## config.mk

```make
export PLATFORM = sky130hd
export DESIGN_NAME = qspi_flash_responder_flat
export DESIGN_NICKNAME = d
export VERILOG_FILES = /design/src/rtl/qspi_flash_pkg.sv /design/src/rtl/qspi_flash_responder_if.sv /design/src/rtl/qspi_pin_sync.sv /design/src/rtl/qspi_flash_responder.sv /design/src/flat_wrapper.sv
export SDC_FILE = /design/constraint.sdc
export NUM_CORES = 1
export LEC_CHECK = 0
export CAP_MARGIN = 5
export CELL_PAD_IN_SITES_DETAIL_PLACEMENT = 1
export CELL_PAD_IN_SITES_GLOBAL_PLACEMENT = 2
export CORE_ASPECT_RATIO = 1.2
export CORE_MARGIN = 2
export CORE_UTILIZATION = 36
export CTS_BUF_LIST = sky130_fd_sc_hd__clkbuf_4
export CTS_CLUSTER_DIAMETER = 120
export DETAILED_ROUTE_END_ITERATION = 8
export PLACE_DENSITY = 0.95
export SKIP_LAST_GASP = 1
export SLEW_MARGIN = 20
export SYNTH_ARGS = -nofsm -noshare
export SYNTH_HDL_FRONTEND = slang
export SYNTH_HIERARCHICAL = 1
export SYNTH_SLANG_ARGS = --single-unit
```

## constraint.sdc

```tcl
create_clock -name clk -period 5.7 [get_ports clk]
set_input_delay 1.14 -clock clk [delete_from_list [all_inputs] [get_ports clk]]
set_output_delay 1.14 -clock clk [all_outputs]
set_load 0.01 [all_outputs]
```

## src/rtl/qspi_flash_pkg.sv

```systemverilog
// Shared definitions for the QSPI flash responder: FSM encoding, opcode,
// XIP mode-bit pattern and per-phase nibble counts.
package qspi_flash_pkg;

  typedef enum logic [2:0] {
    IDLE,
    CMD,
    ADDR,
    MODE,
    DUMMY,
    DATA,
    IGNORE
  } state_t;

  localparam logic [7:0] CMD_QREAD_EB  = 8'hEB;
  localparam logic [1:0] XIP_MODE_BITS = 2'b10;

  localparam int CMD_BITS     = 8;
  localparam int ADDR_NIBBLES = 6;
  localparam int MODE_NIBBLES = 2;

endpackage

```

## src/rtl/qspi_flash_responder_if.sv

```systemverilog
// Flash-port pin bundle between the SoC flash controller (master) and the
// responder (slave).
interface qspi_flash_responder_if;

  logic       FSCK;
  logic       FCEN;
  logic [3:0] FDO;
  logic       FDOEN;
  logic [3:0] FDI;
  logic       FDI_OE;

  modport master (output FSCK, FCEN, FDO, FDOEN, input FDI, FDI_OE);
  modport slave  (input FSCK, FCEN, FDO, FDOEN, output FDI, FDI_OE);

endinterface

```

## src/rtl/qspi_pin_sync.sv

```systemverilog
// Two-flop synchronizers for the flash pins plus FSCK/FCEN edge pulses,
// so the responder runs entirely in the clk domain.
module qspi_pin_sync (
  input  logic       clk,
  input  logic       rst,
  input  logic       FSCK,
  input  logic       FCEN,
  input  logic [3:0] FDO,
  output logic [3:0] fdo_s,
  output logic       fcen_s,
  output logic       rise,
  output logic       fall,
  output logic       cs_start,
  output logic       cs_end
);

  logic [2:0] fsck_r;
  logic [2:0] fcen_r;
  logic [3:0] fdo_r1;
  logic [3:0] fdo_r2;

  // FCEN resets low so a transfer interrupted by rst is not re-entered until
  // the master raises and lowers FCEN again.
  always_ff @(posedge clk) begin
    if (rst) begin
      fsck_r <= '0;
      fcen_r <= '0;
      fdo_r1 <= '0;
      fdo_r2 <= '0;
    end else begin
      fsck_r <= {fsck_r[1:0], FSCK};
      fcen_r <= {fcen_r[1:0], FCEN};
      fdo_r1 <= FDO;
      fdo_r2 <= fdo_r1;
    end
  end

  assign fdo_s    = fdo_r2;
  assign fcen_s   = fcen_r[1];
  assign rise     = fsck_r[1] & ~fsck_r[2];
  assign fall     = ~fsck_r[1] & fsck_r[2];
  assign cs_start = ~fcen_r[1] & fcen_r[2];
  assign cs_end   = fcen_r[1] & ~fcen_r[2];

endmodule

```

## src/rtl/qspi_flash_responder.sv

```systemverilog
// Quad-I/O fast-read (0xEB) flash emulator backed by a 1-cycle-latency memory.
// Define QSPI_FLASH_RESPONDER_XIP_EN to honour the continuous-read mode byte.
module qspi_flash_responder
  import qspi_flash_pkg::*;
#(
  parameter int         FLASH_AW     = 16,
  parameter int         DUMMY_CYCLES = 4,
  parameter logic [7:0] CMD_QREAD    = CMD_QREAD_EB
) (
  input  logic                  clk,
  input  logic                  rst,
  qspi_flash_responder_if.slave flash,
  output logic [FLASH_AW-3:0]   MEM_ADDR,
  output logic                  MEM_RE,
  input  logic [31:0]           MEM_RDATA,
  output logic                  BUSY,
  output logic                  PROTO_ERR
);

  localparam logic [7:0] CMD_LAST   = 8'(CMD_BITS - 1);
  localparam logic [7:0] ADDR_LAST  = 8'(ADDR_NIBBLES - 1);
  localparam logic [7:0] MODE_LAST  = 8'(MODE_NIBBLES - 1);
  localparam logic [7:0] DUMMY_LAST = 8'(DUMMY_CYCLES - 1);

  logic [3:0]          fdo_s;
  logic                fcen_s, rise, fall, cs_start, cs_end;
  state_t              state_q, state_d;
  logic [7:0]          cnt_q;
  logic [FLASH_AW-1:0] sr_q, shift_in, addr_q, addr_inc;
  logic [7:0]          byte_q, opcode;
  logic [3:0]          lo_q, fdi_q;
  logic                hi_q, rd_pend_q, xip_q, fdi_oe_q;

  qspi_pin_sync u_sync (
    .clk      (clk),
    .rst      (rst),
    .FSCK     (flash.FSCK),
    .FCEN     (flash.FCEN),
    .FDO      (flash.FDO),
    .fdo_s    (fdo_s),
    .fcen_s   (fcen_s),
    .rise     (rise),
    .fall     (fall),
    .cs_start (cs_start),
    .cs_end   (cs_end)
  );

  // Address bits above FLASH_AW simply fall off the top of the shifter.
  assign shift_in = FLASH_AW'({sr_q, fdo_s});
  assign opcode   = {sr_q[6:0], fdo_s[0]};
  assign addr_inc = addr_q + FLASH_AW'(1);

  always_comb begin
    state_d = state_q;
    case (state_q)
      IDLE:    if (cs_start) state_d = xip_q ? ADDR : CMD;
      CMD:     if (rise && cnt_q == CMD_LAST) state_d = (opcode == CMD_QREAD) ? ADDR : IGNORE;
      ADDR:    if (rise && cnt_q == ADDR_LAST) state_d = MODE;
      MODE:    if (rise && cnt_q == MODE_LAST) state_d = DUMMY;
      DUMMY:   if (rise && cnt_q == DUMMY_LAST) state_d = DATA;
      default: ;
    endcase
    if (fcen_s) state_d = IDLE;
  end

  always_ff @(posedge clk) begin
    if (rst) begin
      state_q   <= IDLE;
      cnt_q     <= '0;
      sr_q      <= '0;
      addr_q    <= '0;
      byte_q    <= '0;
      lo_q      <= '0;
      hi_q      <= 1'b1;
      rd_pend_q <= 1'b0;
      xip_q     <= 1'b0;
      fdi_q     <= '0;
      fdi_oe_q  <= 1'b0;
      MEM_ADDR  <= '0;
      MEM_RE    <= 1'b0;
      PROTO_ERR <= 1'b0;
    end else begin
      state_q   <= state_d;
      MEM_RE    <= 1'b0;
      rd_pend_q <= MEM_RE;
      if (rd_pend_q) byte_q <= MEM_RDATA[{addr_q[1:0], 3'b000} +: 8];
      if (flash.FDOEN && fdi_oe_q) PROTO_ERR <= 1'b1;
      if (fcen_s) begin
        cnt_q    <= '0;
        hi_q     <= 1'b1;
        fdi_q    <= '0;
        fdi_oe_q <= 1'b0;
        if (cs_end && ((state_q == CMD && cnt_q != 8'd0) || (state_q == ADDR && cnt_q[0])))
          PROTO_ERR <= 1'b1;
      end else begin
        case (state_q)
          CMD: if (rise) begin
            sr_q  <= {sr_q[FLASH_AW-2:0], fdo_s[0]};
            cnt_q <= (cnt_q == CMD_LAST) ? 8'd0 : cnt_q + 8'd1;
          end
          ADDR: if (rise) begin
            sr_q <= shift_in;
            if (cnt_q == ADDR_LAST) begin
              cnt_q    <= '0;
              addr_q   <= shift_in;
              MEM_ADDR <= shift_in[FLASH_AW-1:2];
              MEM_RE   <= 1'b1;
            end else begin
              cnt_q <= cnt_q + 8'd1;
            end
          end
          MODE: if (rise) begin
            sr_q <= shift_in;
            if (cnt_q == MODE_LAST) begin
              cnt_q <= '0;
`ifdef QSPI_FLASH_RESPONDER_XIP_EN
              xip_q <= (shift_in[5:4] == XIP_MODE_BITS);
`endif
            end else begin
              cnt_q <= cnt_q + 8'd1;
            end
          end
          DUMMY: if (rise) cnt_q <= (cnt_q == DUMMY_LAST) ? 8'd0 : cnt_q + 8'd1;
          // The low nibble is parked in lo_q because byte_q is refilled
          // from the next address before the low nibble goes out.
          DATA: if (fall) begin
            fdi_oe_q <= 1'b1;
            if (hi_q) begin
              fdi_q    <= byte_q[7:4];
              lo_q     <= byte_q[3:0];
              addr_q   <= addr_inc;
              MEM_ADDR <= addr_inc[FLASH_AW-1:2];
              MEM_RE   <= 1'b1;
              hi_q     <= 1'b0;
            end else begin
              fdi_q <= lo_q;
              hi_q  <= 1'b1;
            end
          end
          default: ;
        endcase
      end
    end
  end

  assign flash.FDI    = fdi_q;
  assign flash.FDI_OE = fdi_oe_q;
  assign BUSY         = (state_q != IDLE);

endmodule

```

## src/flat_wrapper.sv

```systemverilog
// flat-port wrapper written by rule: the top's interface ports become plain ports
module qspi_flash_responder_flat import qspi_flash_pkg::*;
#(
  parameter int         FLASH_AW     = 16,
  parameter int         DUMMY_CYCLES = 4,
  parameter logic [7:0] CMD_QREAD    = CMD_QREAD_EB
)
  (clk, rst, MEM_ADDR, MEM_RE, MEM_RDATA, BUSY, PROTO_ERR, flash_FSCK, flash_FCEN, flash_FDO, flash_FDOEN, flash_FDI, flash_FDI_OE);
  qspi_flash_responder_if flash_i ();
  input  logic clk;
  input  logic rst;
  output logic [FLASH_AW-3:0] MEM_ADDR;
  output logic MEM_RE;
  input  logic [31:0] MEM_RDATA;
  output logic BUSY;
  output logic PROTO_ERR;
  input wire logic [$bits(flash_i.FSCK)-1:0] flash_FSCK;
  input wire logic [$bits(flash_i.FCEN)-1:0] flash_FCEN;
  input wire logic [$bits(flash_i.FDO)-1:0] flash_FDO;
  input wire logic [$bits(flash_i.FDOEN)-1:0] flash_FDOEN;
  output wire logic [$bits(flash_i.FDI)-1:0] flash_FDI;
  output wire logic [$bits(flash_i.FDI_OE)-1:0] flash_FDI_OE;
  assign flash_i.FSCK = flash_FSCK;
  assign flash_i.FCEN = flash_FCEN;
  assign flash_i.FDO = flash_FDO;
  assign flash_i.FDOEN = flash_FDOEN;
  assign flash_FDI = flash_i.FDI;
  assign flash_FDI_OE = flash_i.FDI_OE;
  qspi_flash_responder #(.FLASH_AW(FLASH_AW), .DUMMY_CYCLES(DUMMY_CYCLES), .CMD_QREAD(CMD_QREAD)) u_core (.clk(clk), .rst(rst), .flash(flash_i), .MEM_ADDR(MEM_ADDR), .MEM_RE(MEM_RE), .MEM_RDATA(MEM_RDATA), .BUSY(BUSY), .PROTO_ERR(PROTO_ERR));
endmodule
```

==> results of run 1 <==
==> sequential cells by signal, summed over array words and instances (netlist names), 3 cells and up <==
signal	flops
u_core/sr_q	12
u_core/u_sync/fdo_s	4
u_core/flash.FDI	4
u_core/cnt_q	8
u_core/byte_q	8
u_core/state_q	3
u_core/lo_q	4
u_core/MEM_ADDR	14
u_core/u_sync/fsck_r	3
u_core/u_sync/fcen_r	3
u_core/u_sync/fdo_r1	4
==> cell usage in the layout (no fill, tap or decap), types with 3 or more instances in the layout <==
master,count
mux4_2,8
ha_1,4
nand4_1,4
nand2b_1,5
and2_1,4
clkdlybuf4s50_1,61
nand3_1,15
dfxtp_1,74
inv_1,11
o32ai_1,3
o21ai_0,15
and2b_1,3
nor2b_1,9
or3_1,6
and4_1,3
o31ai_1,3
nand2_1,61
nor3_1,7
a211oi_1,9
mux2i_1,19
a21oi_1,25
clkinvlp_4,3
clkbuf_4,9
nor2b_2,10
o22ai_1,6
nor2_1,41
xnor2_1,4
a311oi_1,15
and3_1,5
==> worst reg2reg max path, stage by stage (launching register included) <==
cell and delay, ns:
dfxtp_1 0.64, and3b_1 0.93, and2_1 0.28, o221a_4 0.37, a21oi_1 0.13, a211oi_1 0.27
==> kinds of logic (layout without fill, tap and decap cells) <==
group	after synthesis	after routing	share of synthesized area
adders and majority gates	4	4	0.0129
and+or+nand+nor	187	187	0.249
muxes	27	27	0.0956
xor gates and xnor gates	5	5	0.0113
AOI/OAI and AO/OA	97	97	0.180
buffers and inverters	52	91	0.0691
DFF	74	74	0.382
other	0	1	0
==> layer usage <==
layer	GRT usage	share of wire	wire length, um	vias to the layer above
li1	-	-	-	1662
met1	0.224	0.45	4640	1664
met2	0.298	0.49	5020	59
met3	0.0333	0.033	338	16
met4	0.0728	0.020	205	0
met5	0	0	0	-
==> cell type report <==
cell class,instances,share of cell area
inverter,11,0.00901
clock buffer,9,0.0147
clock inverter,7,0.0153
timing repair buffer,64,0.138
tap,129,0.0352
sequential,74,0.323
antenna,1,0.000546
multi-input combinational,320,0.465
==> per-stage QoR <==
step                      area [um^2]  hold WS (ns)  worst slack, ns
after global placement           4440         0.417             2.97
after global routing             4580         0.484             2.51
after CTS                        4580         0.459             2.62
after floorplan                  3870         0.414             3.61
final                            4580         0.452             2.65
after detailed placement         4440         0.426             2.91
==> power by group through the flow <==
stage                     Sequential (mW)  Combinational [mW]  Clock, mW
after global routing                0.534              0.0798      0.360
after floorplan                     0.539              0.0395          0
after global placement              0.543              0.0717          0
final                               0.532              0.0737      0.326
after detailed placement            0.544              0.0738          0
after CTS                           0.532              0.0741      0.339
==> worst paths after layout <==
path                           startpoint                     end  slack [ns]  depth (start not counted)
hold reg to reg   u_core/u_sync/fdo_r1[2]  u_core/u_sync/fdo_s[2]        0.45                          1
setup / recovery        u_core/state_q[0]                    BUSY        2.65                          2
hold / removal    u_core/u_sync/fdo_r1[2]  u_core/u_sync/fdo_s[2]        0.45                          1
setup reg to reg        u_core/state_q[2]     u_core/MEM_ADDR[11]        2.98                          5
==> reports/qor.yml, run 1 <==
drt:
  vias_per_cell: 5.53
  remaining_drc_errors: 0
  wl_per_cell_um: 16.6
  firstDrtPassIters: 4
  vias: 3401
  drtAntennaViolNets: 0
  dr.first_iter.drc_count: 111
  drt-total-wl_um: 10200
clocking:
  cts-root-buf: "clkbuf_4"
  cts.sink_count: 74
  ctsHoldBuffers: 0
  clk_latency_ns: 0.43
  clk_path_buf_depth: 2
  htree_levels: 3
  cts_buffers: 9
  cts_post_setup_buffers_inserted: 0
  tritoncts: "built"
  path_clk_slew_ns: 0.12
  cts_resized: 0
synthesis:
  synthTopCellsByCount: "dfxtp_1 (74), nand2_1 (61), nor2_1 (41), a21oi_1 (25), mux2i_1 (19)"
  synth-edff-count: 0
  synthTopCellsByArea: "dfxtp_1 (38%), nand2_1 (5.9%), mux2i_1 (4.9%)"
  yosysMostFrequentCell: "dfxtp_1"
  synth_top_area_cell: "dfxtp_1"
  syn-num-nets: 491
  synth_ff_type: "dfxtp_1"
  netlist_instances: 446
  async_reset_ff_frac: 0
  synth.ff_latch_count: 74
  synth_top_area_frac: 0.382
  avgSynthCellArea_um2: 8.69
  ys_seq_area_frac: 0.382
  yosys_warnings: 6
  ys_types: 61
  syn_area_mm2: 0.00387
pwr:
  seq_power_share: 0.571
  p_sw_mw: 0.234
  swShare: 0.251
  p_leak_nw: 1.46
  clockPowerShare: 0.350
  comb_power_share: 0.079
  peakVddDrop_mv: 0.0900
  finalPower_mw: 0.932
  p_int_mw: 0.698
  power.density_mw_per_mm2: 203
global_route:
  grt_util_all_layers: 0.178
  grt_max_degree: 61
  gr-total-overflow: 0
  grt_pass1_wl_um: 17000
  antenna_found_initial: 1
  grt_pass1_vias: 3528
sta:
  clock_skew_ns: 0.00821
  slew_viol_final: 0
  finalCriticalPeriod_ns: 3.05
  fin_setup_tns_ns: 0
  fmax_ghz: 0.328
  setup_violations: 0
  max_slew_margin: 0.316
  hold_viol: 0
  tightest_slew_ns: 1.03
  rsz0062_at_grt: "false"
  period_share: 0.535
min_path:
  hold_path.class: "flip-flop to flip-flop"
floorplanning:
  placementRows: 41
  die_w_um: 98.7
  chipHeight_um: 118
  die_area_mm2: 0.0116
  core-area_mm2: 0.0105
  start_util: 0.368
  ios: 63
placement:
  dp.cells: 598
  gp_congestion: 0.814
  hpwl_um: 7290
  port_buffers: 62
finish:
  regArea_mm2: 0.00148
  final_nets: 525
  fillerInstances: 1242
  multiInputGateArea_mm2: 0.00213
  areaGrowthSynthToFinish_pct: 18.3
  final_layout_size_suffix_gt1_frac: 0.0948
  finalNonFillerCells: 615
  final_core_utilization: 0.436
worst_setup_path:
  cp.required_ns: 4.56
  cpPeakStageDelay_ns: 0.51
  critPathTopFamily: "buffers and inverters"
  cp_slowest_cell: "clkdlybuf4s50_1"
  critical_path_buf_inv_count: 1
  start_kind: "flip-flop"
  arrival_ns: 1.91
  critPathKind: "flip-flop to output pin"
  critPathCaptureType: "output pin"
  path_max_fanout: 17
  path_cells: "or3_1 > clkdlybuf4s50_1"
status:
  status: "finished clean"
run:
  max_cap_viol_count: 0
No activity file was read; power rests on OpenSTA's default activity.
==> run 2, diff against run 1 <==
Settings changed: CORE_UTILIZATION 36 to 33, PLACE_DENSITY 0.95 to 0.92.
Clock period 5.7 ns to 3.16 ns, I/O delays scaled along.
==> reports/qor.yml, run 2 (synthesis results as in run 1) <==
status:
  status: "finished clean"  # unchanged
sta:
  clock_skew_ns: 0.0129  # was 0.00821 ns
  period_share: 0.809
  fmax_ghz: 0.391
  finalCriticalPeriod_ns: 2.56
  fin_setup_tns_ns: 0  # unchanged
  tightest_slew_ns: 0.757  # was 1.03 ns
  hold_viol: 0  # unchanged
  setup_violations: 0  # unchanged
  rsz0062_at_grt: "false"  # unchanged
  slew_viol_final: 0  # unchanged
  max_slew_margin: 0.495  # was 0.316
pwr:
  power.density_mw_per_mm2: 378  # was 203 mW/mm^2
  p_int_mw: 1.35  # was 0.698 mW
  p_sw_mw: 0.419  # was 0.234 mW
  swShare: 0.237  # was 0.251
  p_leak_nw: 1.50  # was 1.46 nW
  clockPowerShare: 0.380  # was 0.350
  peakVddDrop_mv: 0.200  # was 0.0900 mV
  comb_power_share: 0.076  # was 0.079
  seq_power_share: 0.544  # was 0.571
floorplanning:
  die_area_mm2: 0.0126  # was 0.0116 mm^2
  placementRows: 43  # was 41
  core-area_mm2: 0.0115  # was 0.0105 mm^2
  start_util: 0.336  # was 0.368
  ios: 63  # unchanged
  chipHeight_um: 123  # was 118 um
  die_w_um: 103  # was 98.7 um
finish:
  areaGrowthSynthToFinish_pct: 20.5  # was 18.3%
  final_nets: 529  # was 525
  stdcell_area_mm2: 0.00467  # was 0.00458 mm^2
  top_regs: "u_core/MEM_ADDR (14), u_core/sr_q (12)"  # unchanged
  largest_register_ffs: 14  # unchanged
  final_cell_mix: "dfxtp_1 (74), clkdlybuf4s50_1 (61), nand2_1 (61)"  # unchanged
  mostFrequentLayoutCell: "dfxtp_1"  # unchanged
  final_layout_size_suffix_gt1_frac: 0.102  # was 0.0948
  largest-register: "u_core/MEM_ADDR"  # unchanged
placement:
  port_buffers: 62  # unchanged
  hpwl_um: 7610  # was 7290 um
  gp_congestion: 0.790  # was 0.814
  placedInstanceArea_mm2: 0.00451  # was 0.00444 mm^2
global_route:
  grtUsageMet1: 0.216  # was 0.224
  grt_pass1_wl_um: 17100  # was 17000 um
  antenna_found_initial: 1  # unchanged
  gr-total-overflow: 0  # unchanged
  grt_use_met2: 0.291  # was 0.298
  grt_util_all_layers: 0.173  # was 0.178
  grt_pass1_vias: 3434  # was 3528
  busiest_layer: "met2"  # unchanged
  grt_max_degree: 42  # was 61
  gr-usage-met3: 0.0427  # was 0.0333
clocking:
  cts_post_setup_buffers_inserted: 0  # unchanged
  cts_buffers: 9  # unchanged
  cts.sink_count: 74  # unchanged
  cts-root-buf: "clkbuf_4"  # unchanged
  cts_resized: 0  # unchanged
  ctsHoldBuffers: 0  # unchanged
  tritoncts: "built"  # unchanged
  clk_path_buf_depth: 2  # unchanged
  path_clk_slew_ns: 0.12  # about the same
  htree_levels: 3  # unchanged
  clk_latency_ns: 0.43  # about the same
worst_setup_path:
  cpPeakStageDelay_ns: 0.50  # was 0.51 ns
  rr_worst_depth: 5  # unchanged
  critPathKind: "flip-flop to output pin"  # unchanged
  start_kind: "flip-flop"  # unchanged
  critical_path_buf_inv_count: 1  # unchanged
  critPathTopFamily: "simple AND/OR/NAND/NOR gates"  # was buffers and inverters
  arrival_ns: 1.92  # was 1.91 ns
  path_max_fanout: 17  # unchanged
  path_cells: "or3_1 > clkdlybuf4s50_1"  # unchanged
  critPathCaptureType: "output pin"  # unchanged
  crit_cells: 2  # unchanged
  cp_slowest_cell: "or3_1"  # was clkdlybuf4s50_1
  cp.required_ns: 2.53  # was 4.56 ns
drt:
  drtAntennaViolNets: 0  # unchanged
  dr.first_iter.drc_count: 111  # unchanged
  wl_per_cell_um: 16.4  # was 16.6 um
  remaining_drc_errors: 0  # unchanged
  vias: 3438  # was 3401
  drt-total-wl_um: 10600  # was 10200 um
  vias_per_cell: 5.31  # was 5.53
  firstDrtPassIters: 4  # unchanged
min_path:
  hold_path.class: "flip-flop to flip-flop"  # unchanged
  hold_depth: 1  # unchanged
run:
  max_cap_viol_count: 0  # unchanged
run 2: cell count changes in the layout (fill, tap and decap cells not counted):
cell        delta
buf_4          +4
bufinv_16      +1
clkbuf_4       +1
clkinv_2       +1
clkinv_4       -1
clkinvlp_4     -2
run 2: worst paths after layout:
kind	startpoint	to	slack [ns]
setup / recovery	u_core/state_q[0]	BUSY	0.60
hold / removal	u_core/u_sync/fdo_r1[1]	u_core/u_sync/fdo_s[1]	0.46
setup reg to reg	u_core/state_q[2]	u_core/state_q[2]	0.72
hold reg to reg	u_core/u_sync/fdo_r1[1]	u_core/u_sync/fdo_s[1]	0.46
run 2: final cells by class:
type	instances	area, um^2
tap	157	196
inverter	11	41.3
antenna	1	2.50
sequential	74	1480
clock inverter	6	81.3
clock buffer	10	75.1
multi-input combinational	320	2130
timing repair buffer	68	661
fill	1383	6850
run 2: metrics by stage:
step | instances | hold WS (ns) | power, mW | setup slack [ns] | util
finish | 647 | 0.457 | 1.77 | 0.604 | 0.405
CTS | 646 | 0.467 | 1.79 | 0.583 | 0.405
detailed placement | 630 | 0.427 | 1.11 | 0.817 | 0.392
global placement | 630 | 0.423 | 1.11 | 0.922 | 0.392
floorplan | 446 | 0.414 | 1.04 | 1.30 | -
global route | 647 | 0.482 | 1.84 | 0.492 | 0.405
run 2: power groups by stage:
stage	combinational [mW]	sequential, mW	clock, mW
finish	0.134	0.960	0.672
global route	0.145	0.963	0.736
CTS	0.135	0.960	0.694
detailed placement	0.134	0.981	0
global placement	0.131	0.980	0
floorplan	0.0713	0.972	0
run 2: per-layer routing:
metal | part of all wire | wire [um]
met3 | 0.039 | 417
met1 | 0.44 | 4720
met5 | 0 | 0
met2 | 0.50 | 5320
met4 | 0.015 | 163
